[config.mk]
export PLATFORM = sky130hd
export DESIGN_NAME = bit_serializer
export DESIGN_NICKNAME = d
export VERILOG_FILES = /design/src/rtl/serial_pkg.sv /design/src/rtl/ser_hold_reg.sv /design/src/rtl/bit_serializer.sv
export SDC_FILE = /design/constraint.sdc
export NUM_CORES = 1
export LEC_CHECK = 0
export BUFFER_PORTS_ARGS = -buffer_cell sky130_fd_sc_hd__buf_2
export CAP_MARGIN = 20
export CORE_UTILIZATION = 55
export DETAILED_ROUTE_END_ITERATION = 8
export GPL_TIMING_DRIVEN = 0
export PLACE_DENSITY = 0.84
export SYNTH_ARGS = -nofsm -noshare
export SYNTH_HDL_FRONTEND = slang
export SYNTH_SLANG_ARGS = --single-unit
[constraint.sdc]
create_clock -name clk -period 2.45 [get_ports clk]
set_input_delay 0.245 -clock clk [delete_from_list [all_inputs] [get_ports clk]]
set_output_delay 0.245 -clock clk [all_outputs]
set_load 0.03 [all_outputs]
[src/rtl/serial_pkg.sv]
// serial_pkg: types and constants shared by the serializer and the serial
// pattern-detector path (state encoding, counter width, bench defaults).
package serial_pkg;

    typedef enum logic [1:0] {
        IDLE   = 2'd0,
        SHIFT  = 2'd1,
        PARITY = 2'd2
    } ser_state_t;

    localparam int   SER_WIDTH_DEFAULT    = 8;
    localparam logic SER_IDLE_BIT_DEFAULT = 1'b0;
    localparam int   SER_CNT_W            = $clog2(SER_WIDTH_DEFAULT + 1);

endpackage

[src/rtl/ser_hold_reg.sv]
// ser_hold_reg: one-entry holding register in front of the shifter.
// A word accepted while the shifter is busy parks here until the shifter
// finishes its current frame and pops it; load_ready is simply !hold_full.
module ser_hold_reg #(
    parameter int WIDTH = 8
) (
    input  logic             clk,
    input  logic             rst,
    input  logic [WIDTH-1:0] load_data,
    input  logic             load_valid,
    input  logic             bypass,
    input  logic             pop,
    output logic             load_ready,
    output logic             hold_full,
    output logic [WIDTH-1:0] hold_data
);

    logic accept;

    assign load_ready = !hold_full;
    assign accept     = load_valid && load_ready;

    // Capture a word that cannot go straight into the shifter; pop and accept never coincide since ready is low while full
    always_ff @(posedge clk or posedge rst) begin
        if (rst) begin
            hold_full <= 1'b0;
            hold_data <= '0;
        end else if (pop) begin
            hold_full <= 1'b0;
        end else if (accept && !bypass) begin
            hold_data <= load_data;
            hold_full <= 1'b1;
        end
    end

endmodule

[src/rtl/bit_serializer.sv]
// bit_serializer: parallel-to-serial front end, MSB first, one bit per clock.
// Build option BIT_SERIALIZER_PARITY_EN appends an even-parity bit per word.
// Outputs toward the detector are decoded from registered state only.
module bit_serializer
    import serial_pkg::*;
#(
    parameter int   WIDTH    = 8,
    parameter logic IDLE_BIT = 1'b0
) (
    input  logic             clk,
    input  logic             rst,
    input  logic [WIDTH-1:0] load_data,
    input  logic             load_valid,
    output logic             load_ready,
    output logic             ser_out,
    output logic             ser_valid,
    output logic             word_done,
    output logic             busy
);

    localparam int CNT_W = $clog2(WIDTH + 1);

    ser_state_t       state;
    logic [WIDTH-1:0] sh;
    logic [CNT_W-1:0] cnt;
    logic             hold_full;
    logic [WIDTH-1:0] hold_data;
    logic             accept;
    logic             frame_end;
    logic             shifter_free;
    logic             pop;
`ifdef BIT_SERIALIZER_PARITY_EN
    logic             par;
`endif

    ser_hold_reg #(.WIDTH(WIDTH)) u_hold (
        .clk        (clk),
        .rst        (rst),
        .load_data  (load_data),
        .load_valid (load_valid),
        .bypass     (shifter_free),
        .pop        (pop),
        .load_ready (load_ready),
        .hold_full  (hold_full),
        .hold_data  (hold_data)
    );

    assign accept = load_valid && load_ready;

`ifdef BIT_SERIALIZER_PARITY_EN
    assign frame_end = (state == PARITY);
`else
    assign frame_end = (state == SHIFT) && (cnt == '0);
`endif

    assign shifter_free = (state == IDLE) || (frame_end && !hold_full);
    assign pop          = frame_end && hold_full;
    assign busy         = (state != IDLE) || hold_full;

    // Frame sequencing: refill from hold or bypass a new word at frame end, otherwise shift down to IDLE
    always_ff @(posedge clk or posedge rst) begin
        if (rst) begin
            state <= IDLE;
            sh    <= '0;
            cnt   <= '0;
`ifdef BIT_SERIALIZER_PARITY_EN
            par   <= 1'b0;
`endif
        end else if (pop) begin
            state <= SHIFT;
            sh    <= hold_data;
            cnt   <= CNT_W'(WIDTH - 1);
`ifdef BIT_SERIALIZER_PARITY_EN
            par   <= ^hold_data;
`endif
        end else if (accept && shifter_free) begin
            state <= SHIFT;
            sh    <= load_data;
            cnt   <= CNT_W'(WIDTH - 1);
`ifdef BIT_SERIALIZER_PARITY_EN
            par   <= ^load_data;
`endif
        end else begin
            case (state)
                SHIFT: begin
                    sh <= sh << 1;
                    if (cnt != '0) begin
                        cnt <= cnt - CNT_W'(1);
                    end else begin
`ifdef BIT_SERIALIZER_PARITY_EN
                        state <= PARITY;
`else
                        state <= IDLE;
`endif
                    end
                end
`ifdef BIT_SERIALIZER_PARITY_EN
                PARITY: state <= IDLE;
`endif
                default: ;
            endcase
        end
    end

    // Stream outputs decoded purely from the registered FSM, shifter and counter
    always_comb begin
        ser_out   = IDLE_BIT;
        ser_valid = 1'b0;
        word_done = 1'b0;
        case (state)
            SHIFT: begin
                ser_out   = sh[WIDTH-1];
                ser_valid = 1'b1;
`ifndef BIT_SERIALIZER_PARITY_EN
                word_done = (cnt == '0);
`endif
            end
`ifdef BIT_SERIALIZER_PARITY_EN
            PARITY: begin
                ser_out   = par;
                ser_valid = 1'b1;
                word_done = 1'b1;
            end
`endif
            default: ;
        endcase
    end

endmodule

==> run summary <==
Status = finished clean
GRT overflow = 0
Synthesized area = 0.00125 mm^2
First-pass GRT wire length = 4860 um
Fill cell count = 173
Final min period = 2.30 ns
Max clock buf depth = 2
Worst skew pair latency = 0.32 ns
Relative slew slack = 45.8%
Actual slew at the worst max-slew pin = 0.813 ns
Commonest non-fill, non-tap cell in the layout = dfrtp_1
Post-synth EDFFs = 0
Synthesized instance count = 118
Buffers on Ports = 15
Dpl cell area = 0.00136 mm^2
Row count = 16
Post-synthesis register bit count = 22
Critical Path RT = 2.20 ns
WL/cell = 17.0 um
Commonest non-fill, non-tap cells in the layout = 22 x dfrtp_1, 20 x buf_2, 8 x nor3_1, 8 x mux2_2, 7 x nand3_1
Width of the die = 49.7 um
Vias per cell = 6.48
Post-layout nets = 151
Fmax = 434 MHz
Clock sink count = 22
Post-CTS Hold Buffers = 0
Die Y-Extent = 49.7 um
Clock Tree Root = clkbuf_4
R2R depth = 6
R2R Setup Slk = 0.55 ns
Die area = 0.00247 mm^2
Static leakage = 0.581 nW
Gr usage total = 25.5%
Diodes inserted = 0
Max VDD drop = 660 uV
TritonCTS Buffers = 3
RD Place Congestion = 0.849
Reg-to-Reg Start = cnt[0]
Max cap viols = 0
CTS tree = yes
Setup CP Type = reg -> out
Tot Pwr = 1.50 mW
Post-route ant nets = 0
Initial antenna violation count = 0
Worst setup startpoint = cnt[0]
Fin Clk Skew = 0.00662 ns
Final Hold Viols = 0
Main synth FF type = dfrtp_1
Starting density of the core = 61.3%
Post_cts resized = 0
Critical-path maximum fanout = 10
Unrepaired setup endpoints after global routing = false
Setup tns final = 0 ns
Dpl hpwl = 1940 um
1st-iter DRT viols = 23
Post-synthesis sequential area ratio = 44.0%
Via count = 1062
Largest net degree at the start of global routing = 23
Syn_nets = 131
P&R area growth vs syn = 11.6%
Critical Path Sink Type = output port
Final WL = 2790 um
Power density over cell area = 1070 mW/mm^2
Cell area after layout = 0.00140 mm^2
Slew Viols, Final = 0
Core area = 0.00204 mm^2
CTS clk-pin slew, worst paths = 0.13 ns
Synthesis Warnings = 0
IO Pins = 16
Startpoint class of the critical path = flop
Share of cells above drive strength 1 = 30.7%
Final Cycle Share = 94.1%
Worst r2r dst = u_hold.hold_data[4]
Post-Route Utilization = 68.4%
Syn Area/Cell = 10.6 um^2
DRC Markers = 0
Worst min path class = in -> async
Setup crit end = word_done
Unique masters post-synth = 38
Number of global-route vias before repair = 1098
Iteration count of the initial detailed-routing pass = 4
Setup bufs post-CTS = 0
Critical path arrival = 2.06 ns
H-tree depth = 1
Async SR Flop Fraction = 100%
Final setup vio count = 0
[power by group]
part / switching [mW] / internal [mW]
registers: 0.122 / 0.517
clock network: 0.115 / 0.0909
logic: 0.351 / 0.299
[worst min path at each step]
| stage | from | to | slack [ns] |
|---|---|---|---|
| after global placement | rst | sh[0] | 0.44 |
| final | rst | u_hold.hold_full | 0.06 |
| after CTS | rst | u_hold.hold_data[0] | 0.1 |
| after global routing | rst | sh[6] | 0.16 |
| after floorplan | rst | cnt[0] | 0.23 |
| after detailed placement | rst | u_hold.hold_data[0] | 0.44 |
[final cells by class]
cell class / instances / area [um^2] / share of cell area, %
clock buffer: 4 / 36.3 / 2.60
buffer: 10 / 58.8 / 4.21
sequential: 22 / 551 / 39.4
multi-input combinational: 80 / 621 / 44.4
timing repair buffer: 15 / 75.1 / 5.37
inverter: 6 / 22.5 / 1.61
tap: 27 / 33.8 / 2.42
[per-stage QoR]
| step | hold WS [ns] | setup WS (ns) | std cells |
|---|---|---|---|
| 5_1_grt | 0.158 | 0.0456 | 164 |
| 3_5_place_dp | 0.442 | 0.526 | 160 |
| 4_1_cts | 0.0980 | 0.163 | 164 |
| 6_report | 0.0578 | 0.145 | 164 |
| 2_1_floorplan | 0.234 | 0.527 | 118 |
| 3_3_place_gp | 0.444 | 0.555 | 160 |
[cell families after synthesis]
family	share of synthesized area, %
compound gates	25.0
mux	7.99
fa+ha+maj	2.00
flops	44.0
simple gates	14.6
buf+inv	6.49
[worst max-delay path, stage by stage, from the launching register on]
cell,delay [ns]
dfrtp_1,0.45
inv_1,0.10
ha_1,0.15
or3b_1,0.35
buf_6,0.16
buf_6,0.15
nor2_1,0.14
buf_2,0.23
[Yosys cell counts, types with 2 or more instances]
library cell	n	share of area [%]
buf_1	2	0.60
and3_1	3	1.5
buf_2	5	2.0
dfrtp_1	22	44
nand2_1	3	0.90
mux2_2	8	7.2
ha_1	2	2.0
nor2_1	2	0.60
o32ai_1	6	4.2
o21ai_0	2	0.80
o31ai_1	5	3.0
o21a_1	6	3.6
inv_1	5	1.5
nand3_1	7	2.8
buf_6	2	1.8
a211oi_1	6	3.6
a211oi_2	2	2.0
a2111oi_2	2	2.4
and2_1	2	1.0
nor3_1	8	3.2
[flip-flops by register name, indices dropped and copies added (netlist names)]
register	cells
cnt	4
u_hold.hold_data	8
sh	8
u_hold.hold_full	1
state	1
[per-layer routing]
layer | wire (um) | track usage (%) | vias to the layer above | share of wire, %
met5 | 0 | 0 | - | 0
met4 | 23 | 6.67 | 0 | 0.82
met3 | 218 | 4.63 | 4 | 7.8
met2 | 1370 | 45.5 | 51 | 49
met1 | 1170 | 31.2 | 516 | 42
li1 | - | - | 491 | -
No activity file was read; power rests on OpenSTA's default activity.
